[config.mk]
export PLATFORM = sky130hd
export DESIGN_NAME = branch_ctrl
export DESIGN_NICKNAME = d
export VERILOG_FILES = /design/src/rtl/core_pkg.sv /design/src/rtl/branch_cmp.sv /design/src/rtl/branch_ctrl.sv
export SDC_FILE = /design/constraint.sdc
export NUM_CORES = 1
export LEC_CHECK = 0
export CAP_MARGIN = 20
export CORE_UTILIZATION = 25
export CTS_BUF_LIST = sky130_fd_sc_hd__clkbuf_4 sky130_fd_sc_hd__clkbuf_8 sky130_fd_sc_hd__clkbuf_16
export CTS_CLUSTER_SIZE = 24
export DETAILED_ROUTE_END_ITERATION = 6
export PLACE_DENSITY = 0.49
export SYNTH_ARGS = -nofsm -noshare
export SYNTH_HDL_FRONTEND = slang
export SYNTH_SLANG_ARGS = --single-unit
[constraint.sdc]
create_clock -name clk -period 4.08 [get_ports clk]
set_clock_uncertainty 0.15 [all_clocks]
set_input_delay 0.408 -clock clk [delete_from_list [all_inputs] [get_ports clk]]
set_output_delay 0.408 -clock clk [all_outputs]
set_load 0.01 [all_outputs]
[src/rtl/core_pkg.sv]
// Shared definitions for the branch sequencing logic.
//   XLEN_DEF   : default operand/PC width
//   F3_*       : RISC-V branch funct3 codes
//   br_state_t : branch_ctrl FSM state encoding
package core_pkg;

   localparam int XLEN_DEF = 32;

   localparam logic [2:0] F3_BEQ  = 3'b000;
   localparam logic [2:0] F3_BNE  = 3'b001;
   localparam logic [2:0] F3_BLT  = 3'b100;
   localparam logic [2:0] F3_BGE  = 3'b101;
   localparam logic [2:0] F3_BLTU = 3'b110;
   localparam logic [2:0] F3_BGEU = 3'b111;

   typedef enum logic [1:0] {
      ST_IDLE     = 2'd0,
      ST_WAIT_OPS = 2'd1,
      ST_RESOLVE  = 2'd2,
      ST_FLUSH    = 2'd3
   } br_state_t;

endpackage

[src/rtl/branch_cmp.sv]
// Combinational branch condition evaluator.
//   rd1, rd2 : operands
//   funct3   : branch condition code
//   taken    : condition holds
//   illegal  : reserved code (010/011); taken is forced low
module branch_cmp
   import core_pkg::*;
#(
   parameter int XLEN = XLEN_DEF
) (
   input  logic [XLEN-1:0] rd1,
   input  logic [XLEN-1:0] rd2,
   input  logic [2:0]      funct3,
   output logic            taken,
   output logic            illegal
);

   always_comb begin
      taken   = 1'b0;
      illegal = 1'b0;
      case (funct3)
         F3_BEQ:  taken = (rd1 == rd2);
         F3_BNE:  taken = (rd1 != rd2);
         F3_BLT:  taken = ($signed(rd1) <  $signed(rd2));
         F3_BGE:  taken = ($signed(rd1) >= $signed(rd2));
         F3_BLTU: taken = (rd1 <  rd2);
         F3_BGEU: taken = (rd1 >= rd2);
         default: illegal = 1'b1;
      endcase
   end

endmodule

[src/rtl/branch_ctrl.sv]
// Branch comparator sequencing controller.
//   clk, rst_n                      : clock, async active-low reset
//   br_valid/br_ready               : branch handshake from decode
//   br_funct3, br_pc, br_imm        : branch captured on accept
//   ops_ready, RD1, RD2             : operands from the hazard unit
//   kill                            : squash of a branch still waiting for operands
//   res_valid, BrRes, BrTarget      : result (BrRes/BrTarget hold between results)
//   PCSel, Flush, illegal           : redirect, younger-stage squash, reserved funct3
//   br_count, taken_count           : saturating statistics
//
// state    | meaning
// IDLE     | ready for a new branch
// WAIT_OPS | branch captured, waiting for RD1/RD2 (kill drops it)
// RESOLVE  | one-cycle result; redirect + flush start if taken
// FLUSH    | extra flush cycles after a taken branch
module branch_ctrl
   import core_pkg::*;
#(
   parameter int XLEN         = XLEN_DEF,
   parameter int FLUSH_CYCLES = 2,
   parameter int CNT_W        = 16
) (
   input  logic             clk,
   input  logic             rst_n,
   input  logic             br_valid,
   output logic             br_ready,
   input  logic [2:0]       br_funct3,
   input  logic [XLEN-1:0]  br_pc,
   input  logic [XLEN-1:0]  br_imm,
   input  logic             ops_ready,
   input  logic [XLEN-1:0]  RD1,
   input  logic [XLEN-1:0]  RD2,
   input  logic             kill,
   output logic             res_valid,
   output logic             BrRes,
   output logic             PCSel,
   output logic [XLEN-1:0]  BrTarget,
   output logic             Flush,
   output logic             illegal,
   output logic [CNT_W-1:0] br_count,
   output logic [CNT_W-1:0] taken_count
);

   localparam int FC_W = (FLUSH_CYCLES > 1) ? $clog2(FLUSH_CYCLES) : 1;

   br_state_t        state, state_nxt;
   logic [2:0]       funct3_q;
   logic [XLEN-1:0]  pc_q, imm_q;
   logic             illegal_q;
   logic [FC_W-1:0]  flush_cnt;
   logic             capture, resolve, flush_load;
   logic             cmp_taken, cmp_illegal;

   branch_cmp #(.XLEN(XLEN)) u_cmp (
      .rd1     (RD1),
      .rd2     (RD2),
      .funct3  (funct3_q),
      .taken   (cmp_taken),
      .illegal (cmp_illegal)
   );

   always_ff @(posedge clk or negedge rst_n) begin
      if (!rst_n) state <= ST_IDLE;
      else        state <= state_nxt;
   end

   always_comb begin
      state_nxt  = state;
      br_ready   = 1'b0;
      res_valid  = 1'b0;
      PCSel      = 1'b0;
      Flush      = 1'b0;
      illegal    = 1'b0;
      capture    = 1'b0;
      resolve    = 1'b0;
      flush_load = 1'b0;
      case (state)
         ST_IDLE: begin
            br_ready = 1'b1;
            if (br_valid) begin
               capture   = 1'b1;
               state_nxt = ST_WAIT_OPS;
            end
         end
         ST_WAIT_OPS: begin
            if (kill) begin
               state_nxt = ST_IDLE;
            end else if (ops_ready) begin
               resolve   = 1'b1;
               state_nxt = ST_RESOLVE;
            end
         end
         ST_RESOLVE: begin
            res_valid = 1'b1;
            illegal   = illegal_q;
            state_nxt = ST_IDLE;
            if (BrRes) begin
               PCSel      = 1'b1;
               Flush      = 1'b1;
               flush_load = 1'b1;
               if (FLUSH_CYCLES > 1) state_nxt = ST_FLUSH;
            end
         end
         ST_FLUSH: begin
            Flush = 1'b1;
            if (flush_cnt == FC_W'(1)) state_nxt = ST_IDLE;
         end
         default: state_nxt = ST_IDLE;
      endcase
   end

   always_ff @(posedge clk or negedge rst_n) begin
      if (!rst_n) begin
         funct3_q    <= '0;
         pc_q        <= '0;
         imm_q       <= '0;
         BrRes       <= 1'b0;
         BrTarget    <= '0;
         illegal_q   <= 1'b0;
         flush_cnt   <= '0;
         br_count    <= '0;
         taken_count <= '0;
      end else begin
         if (capture) begin
            funct3_q <= br_funct3;
            pc_q     <= br_pc;
            imm_q    <= br_imm;
         end
         if (resolve) begin
            BrRes     <= cmp_taken;
            BrTarget  <= pc_q + imm_q;
            illegal_q <= cmp_illegal;
         end
         // down-counter; FLUSH exits on terminal count 1
         if (flush_load)
            flush_cnt <= FC_W'(FLUSH_CYCLES - 1);
         else if (state == ST_FLUSH)
            flush_cnt <= flush_cnt - FC_W'(1);
         if (res_valid) begin
            if (br_count != '1) br_count <= br_count + CNT_W'(1);
            if (BrRes && (taken_count != '1)) taken_count <= taken_count + CNT_W'(1);
         end
      end
   end

endmodule

==> results of run 1 <==
[per-stage QoR]
stage / hold slack, ps / cell area, sq um / total power [mW] / worst slack [ps] / instances
global route: 354 / 10700 / 8.38 / 636 / 1349
finish: 329 / 10700 / 7.68 / 812 / 1349
global placement: 312 / 10200 / 6.24 / 823 / 1316
detailed placement: 323 / 10200 / 6.26 / 776 / 1316
floorplan: -37.6 / 7620 / 4.96 / 1190 / 734
CTS: 337 / 10700 / 7.80 / 749 / 1349
[cell type report]
cell class                 count  area share
inverter                      47      0.0164
tap                          390      0.0455
clock buffer                  19      0.0410
sequential                   136       0.317
timing repair buffer         210       0.196
clock inverter                13      0.0113
multi-input combinational    534       0.372
[registers in the layout, indices dropped and copies added, names as in the netlist]
name         count
BrTarget        32
state            2
illegal_q        1
funct3_q         3
flush_cnt        1
taken_count     16
br_count        16
BrRes            1
pc_q            32
imm_q           32
[report_power, final]
group	switching [mW]	leakage [nW]	internal [mW]	total [mW]
Combinational	1.92	2.80	2.01	3.93
Sequential	0.381	1.69	1.89	2.27
Clock	0.624	0.281	0.860	1.48
Total	2.93	4.77	4.75	7.68
[metal layers]
layer	vias up	wire, um	track usage
met5	-	0	0
met4	0	233	0.0402
met3	13	1090	0.0310
met2	135	8900	0.203
met1	2884	9460	0.183
li1	3037	-	-
[cell usage in the layout, fill, tap and decap left out, drive strengths merged, types with 4 or more instances in the layout]
master,count
a211oi,9
a21o,26
a21oi,32
and2,5
and3,7
buf,5
clkbuf,19
clkdlybuf4s50,204
clkinv,7
dfrtp,136
ha,65
inv,51
mux2,63
nand2,73
nand2b,6
nand3,23
nand4,15
nor2,31
nor2b,10
nor3,7
o211ai,5
o21a,7
o21ai,45
o21bai,4
o31a,4
o31ai,7
or2,4
xnor2,40
xor2,12
[cells in the mapped netlist, types with 2 or more instances]
| cell type | n | area (sq um) |
|---|---|---|
| sky130_fd_sc_hd__dfrtp_1 | 136 | 3400 |
| sky130_fd_sc_hd__mux2_2 | 63 | 709 |
| sky130_fd_sc_hd__clkbuf_1 | 15 | 56.3 |
| sky130_fd_sc_hd__nor2b_1 | 9 | 56.3 |
| sky130_fd_sc_hd__or3_1 | 3 | 18.8 |
| sky130_fd_sc_hd__nor3_1 | 7 | 35.0 |
| sky130_fd_sc_hd__or2_2 | 4 | 25.0 |
| sky130_fd_sc_hd__a21o_1 | 26 | 195 |
| sky130_fd_sc_hd__o211a_1 | 2 | 20.0 |
| sky130_fd_sc_hd__a31oi_1 | 3 | 18.8 |
| sky130_fd_sc_hd__and4_1 | 2 | 17.5 |
| sky130_fd_sc_hd__a211oi_1 | 9 | 67.6 |
| sky130_fd_sc_hd__nor4_1 | 2 | 12.5 |
| sky130_fd_sc_hd__o31ai_1 | 7 | 52.6 |
| sky130_fd_sc_hd__mux2i_1 | 3 | 30.0 |
| sky130_fd_sc_hd__nor3b_1 | 3 | 22.5 |
| sky130_fd_sc_hd__inv_1 | 47 | 176 |
| sky130_fd_sc_hd__o211ai_1 | 5 | 37.5 |
| sky130_fd_sc_hd__nand2b_1 | 6 | 37.5 |
| sky130_fd_sc_hd__xnor2_1 | 40 | 350 |
| sky130_fd_sc_hd__and3_1 | 7 | 43.8 |
| sky130_fd_sc_hd__xor2_1 | 12 | 105 |
| sky130_fd_sc_hd__and2_1 | 5 | 31.3 |
| sky130_fd_sc_hd__o21bai_1 | 4 | 30.0 |
| sky130_fd_sc_hd__o21a_1 | 7 | 52.6 |
| sky130_fd_sc_hd__nor2_1 | 31 | 116 |
| sky130_fd_sc_hd__nand3_1 | 23 | 115 |
| sky130_fd_sc_hd__ha_1 | 65 | 813 |
| sky130_fd_sc_hd__nand4_1 | 15 | 93.8 |
| sky130_fd_sc_hd__o31a_1 | 4 | 35.0 |
| sky130_fd_sc_hd__o21ai_0 | 44 | 220 |
| sky130_fd_sc_hd__a21oi_1 | 32 | 160 |
| sky130_fd_sc_hd__nand2_1 | 73 | 274 |
[cell families (layout without fill, tap and decap cells)]
group / count (synthesis) / count (layout)
multiplexers: 66 / 66
buffers and inverters: 64 / 289
AO/OA/AOI/OAI: 156 / 156
adder cells (fa/ha/maj): 66 / 66
XOR/XNOR: 52 / 52
AND/OR/NAND/NOR: 194 / 194
flip-flops: 136 / 136
[path summary, 6_finish.rpt]
path	slack, ps	depth (start not counted)	start	to
worst max-delay path	810	12	pc_q[0]$_DFFE_PN0P_	BrTarget[30]$_DFFE_PN0P_
worst min-delay path	330	2	illegal_q$_DFFE_PN0P_	illegal_q$_DFFE_PN0P_
worst max register to register	810	12	pc_q[0]$_DFFE_PN0P_	BrTarget[30]$_DFFE_PN0P_
worst min register to register	330	2	illegal_q$_DFFE_PN0P_	illegal_q$_DFFE_PN0P_
max in group asynchronous	2520	3	rst_n	pc_q[13]$_DFFE_PN0P_
min in group asynchronous	470	2	rst_n	taken_count[10]$_DFFE_PN0P_
[tightest hold or removal path, cell delays in order (launching register included)]
cell,delay (ps)
sky130_fd_sc_hd__dfrtp_1,340
sky130_fd_sc_hd__nand2_1,50
sky130_fd_sc_hd__o31ai_1,50
[what timing repair did]
item,in CTS,in global routing
hold buffers,1,0
buffers inserted,0,0
endpoints found under the hold margin,76,0
gates resized for setup,0,0
==> metrics list, run 1 <==
* Sequential share of the synthesized area: 0.447
* Netlist area before placement: 7620 sq um
* Effective utilization at floorplan: 0.256
- Final-report setup violation count: 0
* Post-synth ARST share: 1.00
* Total CTS buffers: 17
* Post-layout utilization of the core: 0.360
* Count of fill cells added during filler insertion: 3035
- In this design, the largest share of critical-path delay is due to compound AO/OA/AOI/OAI gates.
- Largest incremental delay on the critical path: 380 ps
- For this run the aggregate overflow at the end of global routing stands at 0.
* Data arrival time of the worst path: 3410 ps
- The path class of the tightest hold or removal check is reg2reg.
- EDFF count, synth: 0
* Sequential cell area: 3400 sq um
- Total area of multi-input combinational cells: 4000 sq um
* RSZ-0062 raised after global routing: false
- The run finished with clean final reports.
* Htree depth: 4
- Cell area power density: 716 nW/um^2
* Die boundary width: 177 um
* Number of hold-slack violations in the final timing report: 0
- Post-synthesis cell count: 734
- No sink is reached through more buffers than the 2 on the longest clock path.
- Wirelength, routed: 19.7 mm
- Of the total synthesized cell area, the portion taken by full adders, half adders and majority gates is 0.109.
- Relative slew slack: 0.345
* Shortest period the worst path allows: 3270 ps
- Mean cell area of the mapped netlist: 10.4 sq um
- Initial antenna violation count: 2
- Cell-by-cell listing of the critical path: ha_1 -> inv_1 -> fa_1 -> nor2b_4 -> o31a_1 -> o31a_1 -> a31oi_1 -> a31oi_1 -> a21o_1 -> a31o_1 -> and4b_1 -> o32a_1
* DIE AREA: 31200 sq um
- Once detailed placement completed, the half-perimeter wirelength came to 14.9 mm.
- Summed over all cells, the static leakage comes to 4.77 nW.
- Final Net Count: 1148
- Clock-pin slew was measured on the worst setup and hold paths at 60 ps.
- Number of global-route vias before repair: 6132
- For this design, the sink count on the clock tree is 136.
- Slowest cell on crit path: sky130_fd_sc_hd__dfrtp_1
- After detailed routing, the number of remaining DRC violations is 0.
- GP Congestion: 0.766
- From bottom edge to top edge, the die measures 177 um.
- FF+latch count, synth: 136
- The setup path with the least slack is of type reg2reg.
* Worst IR Drop VDD: 0.000290 V
* Boundary pin count: 206
- The first routing iteration left 231 violations.
* CTS tree: yes
- The number of nets handed over by synthesis was 936.
- Pin count of the biggest net entering global routing: 78
* Fraction of layout cells with a size suffix above 1: 0.114
- Counting both buffers and inverters, the worst setup path holds a total of 1.
- In the synthesized netlist the dominant register cell turns out to be sky130_fd_sc_hd__dfrtp_1.
- At the pin with the least slew margin, the transition time is 983 ps.
* Sort of element at the end of the critical path: flip-flop
* Biggest fanout along the worst timing path: 3
- Total track usage: 0.132
- In the routed layout, each cell is associated on average with a via count of 4.50.
* Number of library cell types mapped by synthesis: 53
* XOR/XNOR Fraction of Synth Area: 0.0598
- For this run, the top clock speed supported by timing is 306 MHz.
- In this run the tool buffered the top-level ports with 205 buffer cells.
* Simple-gate share of the synthesized area: 0.124
- Core Box Area: 29800 sq um
* Remaining antenna violation count: 0
* Required time reported for the critical path endpoint: 4220 ps
- Max-cap violation count: 0
- Per-cell routed wire length: 14.6 um
* Clock Root Buffer: sky130_fd_sc_hd__clkbuf_16
- The first detailed-routing pass ran for 4 iterations.
* Clock network latency to the later pin of the worst-skew pair: 410 ps
- Final Cycle Share: 0.801
- Mux cell area share after synthesis: 0.0971
- Wire length of the first global-routing pass: 32.1 mm
- STA classifies the critical path startpoint as a flip-flop.
* Row cnt: 63
- Adding up every negative setup slack in the final design gives 0 ps.
- The final max-slew violation count was 0.
- The area fraction in compound gates after synthesis came to 0.131.
- Synth-to-layout area growth: 40.9%
- Yosys Warn Count: 0
- By area, the combinational part of the netlist is dominated by compound AO/OA/AOI/OAI gates.
* Number of antenna repair diodes: 0
- Total vias in the final route: 6069
(Power assumes the default switching activity.)
==> run 2: changes to the inputs <==
--- a/config.mk
+++ b/config.mk
@@ -10,7 +10,7 @@
 export CTS_BUF_LIST = sky130_fd_sc_hd__clkbuf_4 sky130_fd_sc_hd__clkbuf_8 sky130_fd_sc_hd__clkbuf_16
 export CTS_CLUSTER_SIZE = 24
 export DETAILED_ROUTE_END_ITERATION = 6
-export PLACE_DENSITY = 0.49
+export PLACE_DENSITY = 0.51
 export SYNTH_ARGS = -nofsm -noshare
 export SYNTH_HDL_FRONTEND = slang
 export SYNTH_SLANG_ARGS = --single-unit
==> constraint.sdc (replaced) <==
create_clock -name clk -period 2.71 [get_ports clk]
set_clock_uncertainty 0.15 [all_clocks]
set_input_delay 0.271 -clock clk [delete_from_list [all_inputs] [get_ports clk]]
set_output_delay 0.271 -clock clk [all_outputs]
set_load 0.01 [all_outputs]
==> run 2 against run 1 <==
  * The run now ends with setup timing left
  * Sequential share of layout area shrank 2.2 points
  * Sequential power grew 52%
  * Via count grew 4.6%
  * Power grew 76%
  * Sequential cell count is the same
  * Critical path depth is the same
  * Design area grew 7.3%
  * Global-route usage grew 0.68 points
  * Final cell count grew 5.0%
  * Highest routed layer is now met5
==> metrics list, run 2 (synthesis results as in run 1) <==
- Clock network latency to the later pin of the worst-skew pair: 420 ps (was 410 ps)
- Die boundary width: 177 um (unchanged)
- The final clock period utilization by the worst path was 1.07 (was 0.801).
* Registers with the most flip-flops: BrTarget (32), imm_q (32), pc_q (32) (unchanged)
- The cell-internal power came to 8.58 mW (was 4.75 mW).
- The total number of vias was 6350 (was 6069).
- RSZ-0062 raised after global routing: true (was false)
- The cell row count came to 63 (unchanged).
- The area of the core is 29800 sq um (unchanged).
- Count of fill cells added during filler insertion: 2973 (was 3035)
* DRC violations left: 0 (unchanged)
- Floorplan die height: 177 um (unchanged)
* Number of hold-slack violations in the final timing report: 0 (unchanged)
- Sort of element at the end of the critical path: flip-flop (unchanged)
* CTS tree: yes (unchanged)
- The aggregate routed wire length came to 20.8 mm (was 19.7 mm).
- The classification of the worst setup path is reg2reg (unchanged).
- The worst hold path class is in2async (was reg2reg).
* Vias/cell: 4.48 (was 4.50)
* Clock-pin slew reported for the worst setup and hold paths after clock tree synthesis: 60 ps (about the same)
- Minimum setup slack in the final design: -177 ps (was 812 ps)
* Final Net Count: 1216 (was 1148)
* Maximum clock frequency: 346 MHz (was 306 MHz)
- Per-cell routed wire length: 14.7 um (was 14.6 um)
* Biggest fanout along the worst timing path: 3 (unchanged)
* Synth-to-layout area growth: 51.2% (was 40.9%)
- Remaining antenna violation count: 0 (unchanged)
* Post-Place Cell Area: 10600 sq um (was 10200 sq um)
* Pin count of the biggest net entering global routing: 50 (was 78)
- Half-perimeter wire length after placement: 16.1 mm (was 14.9 mm)
- Startpoint Class: flip-flop (unchanged)
* Capture point of the worst reg-to-reg path: BrTarget[30]$_DFFE_PN0P_ (unchanged)
* Initial antenna violation count: 2 (unchanged)
* Power share of the clock group: 0.177 (was 0.193)
* Area of all placed cells without fillers: 11500 sq um (was 10700 sq um)
- Total grt overflow: 0 (unchanged)
- The starting utilization of the core area was 0.256 (unchanged).
* Slowest cell on crit path: sky130_fd_sc_hd__dfrtp_1 (unchanged)
- The switching power of the nets is 4.94 mW (was 2.93 mW).
* Largest incremental delay on the critical path: 380 ps (about the same)
- Leakage power: 5.16 nW (was 4.77 nW)
- Drt pass-1 iters: 4 (unchanged)
- The layout cell share with drive strength beyond 1 was 0.198 (was 0.114).
- The checks that failed: setup timing.
- The combinational share of power is 0.568 (was 0.512).
- Most used cells in the layout excluding fill and tap cells: 204 x sky130_fd_sc_hd__clkdlybuf4s50_1, 136 x sky130_fd_sc_hd__dfrtp_1, 73 x sky130_fd_sc_hd__nand2_1, 67 x sky130_fd_sc_hd__buf_4, 63 x sky130_fd_sc_hd__mux2_2 (was 204 x sky130_fd_sc_hd__clkdlybuf4s50_1, 136 x sky130_fd_sc_hd__dfrtp_1, 73 x sky130_fd_sc_hd__nand2_1, 65 x sky130_fd_sc_hd__ha_1, 63 x sky130_fd_sc_hd__mux2_2).
- The max-capacitance violation count came to 0 (unchanged).
- The count of pins on the block boundary is 206 (unchanged).
* Total track usage: 0.139 (was 0.132)
- The number of buffers created by CTS came to 17 (unchanged).
- The CTS H-tree depth came to 4 (unchanged).
* Startpoint of the most critical register-to-register path: imm_q[0]$_DFFE_PN0P_ (was pc_q[0]$_DFFE_PN0P_)
- The cell depth of the worst flop-to-flop path was 12 (unchanged).
- Final Max Slew Viols: 0 (unchanged)
- The global placement routability congestion was 0.763 (was 0.766).
* Wire length of the first global-routing pass: 33.7 mm (was 32.1 mm)
* TritonCTS Sinks: 136 (unchanged)
- Seq pwr share: 0.255 (was 0.295)
- Leading cell type in the layout, fill and taps excluded: sky130_fd_sc_hd__clkdlybuf4s50_1 (unchanged)
- The area of the die is 31200 sq um (unchanged).
- The power density over the cells came to 1170 nW/um^2 (was 716 nW/um^2).
* Result of the run: finished with violations (was finished clean)
* Number of global-route vias before repair: 6523 (was 6132)
- Shortest period the worst path allows: 2890 ps (was 3270 ps)
* Relative slew slack: 0.672 (was 0.345)
- Number of port buffers: 205 (unchanged)
- Required time reported for the critical path endpoint: 2860 ps (was 4220 ps)
- The worst supply voltage drop on vdd came to 0.000587 V (was 0.000290 V).
* Transition time at the pin with the least slew margin: 489 ps (was 983 ps)
* Total negative slack: -677 ps (was 0 ps)
- Switching Fraction: 0.366 (was 0.381)
* Cell-by-cell listing of the critical path: ha_2 -> inv_2 -> fa_2 -> nor2b_4 -> o31a_1 -> o31a_1 -> a31oi_4 -> a31oi_4 -> a21o_1 -> a31o_1 -> and4b_1 -> o32a_1 (was ha_1 -> inv_1 -> fa_1 -> nor2b_4 -> o31a_1 -> o31a_1 -> a31oi_1 -> a31oi_1 -> a21o_1 -> a31o_1 -> and4b_1 -> o32a_1)
* Final-report setup violation count: 9 (was 0)
- The worst-case clock buffer depth is 2 (unchanged).
- Data arrival time of the worst path: 3040 ps (was 3410 ps)
- The first-iteration detailed-routing DRC count was 233 (was 231).
- Clock Root Buffer: sky130_fd_sc_hd__clkbuf_16 (unchanged)
- The minimum setup slack among reg-to-reg paths was -180 ps (was 810 ps).
-- run 2: worst max-delay path by stage --
stage                     slack, ps  depth (start not counted)                        to                  from
after floorplan                 -90                         12  BrTarget[30]$_DFFE_PN0P_   pc_q[0]$_DFFE_PN0P_
after global placement         -330                         12  BrTarget[30]$_DFFE_PN0P_   pc_q[0]$_DFFE_PN0P_
after detailed placement       -390                         12  BrTarget[30]$_DFFE_PN0P_  imm_q[0]$_DFFE_PN0P_
after CTS                      -280                         12  BrTarget[30]$_DFFE_PN0P_  imm_q[0]$_DFFE_PN0P_
after global routing           -290                         12  BrTarget[30]$_DFFE_PN0P_  imm_q[0]$_DFFE_PN0P_
final                          -180                         12  BrTarget[30]$_DFFE_PN0P_  imm_q[0]$_DFFE_PN0P_
-- run 2: area by class of cell --
| cell class | instances | area [sq um] | share of cell area |
|---|---|---|---|
| flip-flops and latches | 136 | 3400 | 0.295 |
| clock buffers | 19 | 440 | 0.0382 |
| multi-input cells | 534 | 4210 | 0.365 |
| repair buffers | 278 | 2650 | 0.230 |
| clock inverters | 12 | 153 | 0.0133 |
| well taps | 390 | 488 | 0.0424 |
| inverters | 47 | 176 | 0.0153 |
| diodes | 1 | 2.50 | 0.000217 |
-- run 2: worst max-delay path: cells and delay by family, from the launching register on --
| kind | cells | cell delay [ps] |
|---|---|---|
| AO/OA/AOI/OAI | 7 | 1540 |
| adder cells (fa/ha/maj) | 2 | 420 |
| buffers and inverters | 1 | 50 |
| flip-flops | 1 | 380 |
| AND/OR/NAND/NOR | 2 | 220 |
-- run 2: through the flow --
stage / hold slack (ps) / instances / total power [mW] / worst slack (ps) / utilization
floorplan: -175 / 734 / 7.48 / -87.4 / -
global placement: 109 / 1373 / 10.3 / -326 / 0.356
detailed placement: 111 / 1373 / 10.4 / -388 / 0.356
CTS: 249 / 1411 / 13.2 / -276 / 0.380
global route: 268 / 1416 / 14.7 / -288 / 0.386
finish: 233 / 1417 / 13.5 / -177 / 0.387
-- run 2: timing repair --
item                                   4_1_cts  5_1_grt
resized for setup                           22       29
setup endpoints to repair                   13       20
hold buffers                                 1        0
endpoints found under the hold margin       46        0
cloned                                       0        0
pin swaps                                   25       26
buffers inserted                             8        6
-- run 2: power by group through the flow --
stage | Clock (mW) | Combinational (mW) | Sequential (mW)
global placement | 0 | 6.86 | 3.44
finish | 2.39 | 7.69 | 3.44
global route | 2.56 | 8.53 | 3.56
detailed placement | 0 | 6.89 | 3.46
CTS | 2.46 | 7.29 | 3.43
floorplan | 0 | 4.10 | 3.37
-- run 2: layer usage --
| metal | GRT usage | routed length (um) | vias to the layer above | part of all wire |
|---|---|---|---|---|
| met1 | 0.184 | 10200 | 3029 | 0.49 |
| met3 | 0.0373 | 940 | 11 | 0.045 |
| met4 | 0.0338 | 148 | 2 | 0.0071 |
| met2 | 0.224 | 9550 | 137 | 0.46 |
| met5 | 0 | 8 | - | 0.00038 |
| li1 | - | - | 3171 | - |
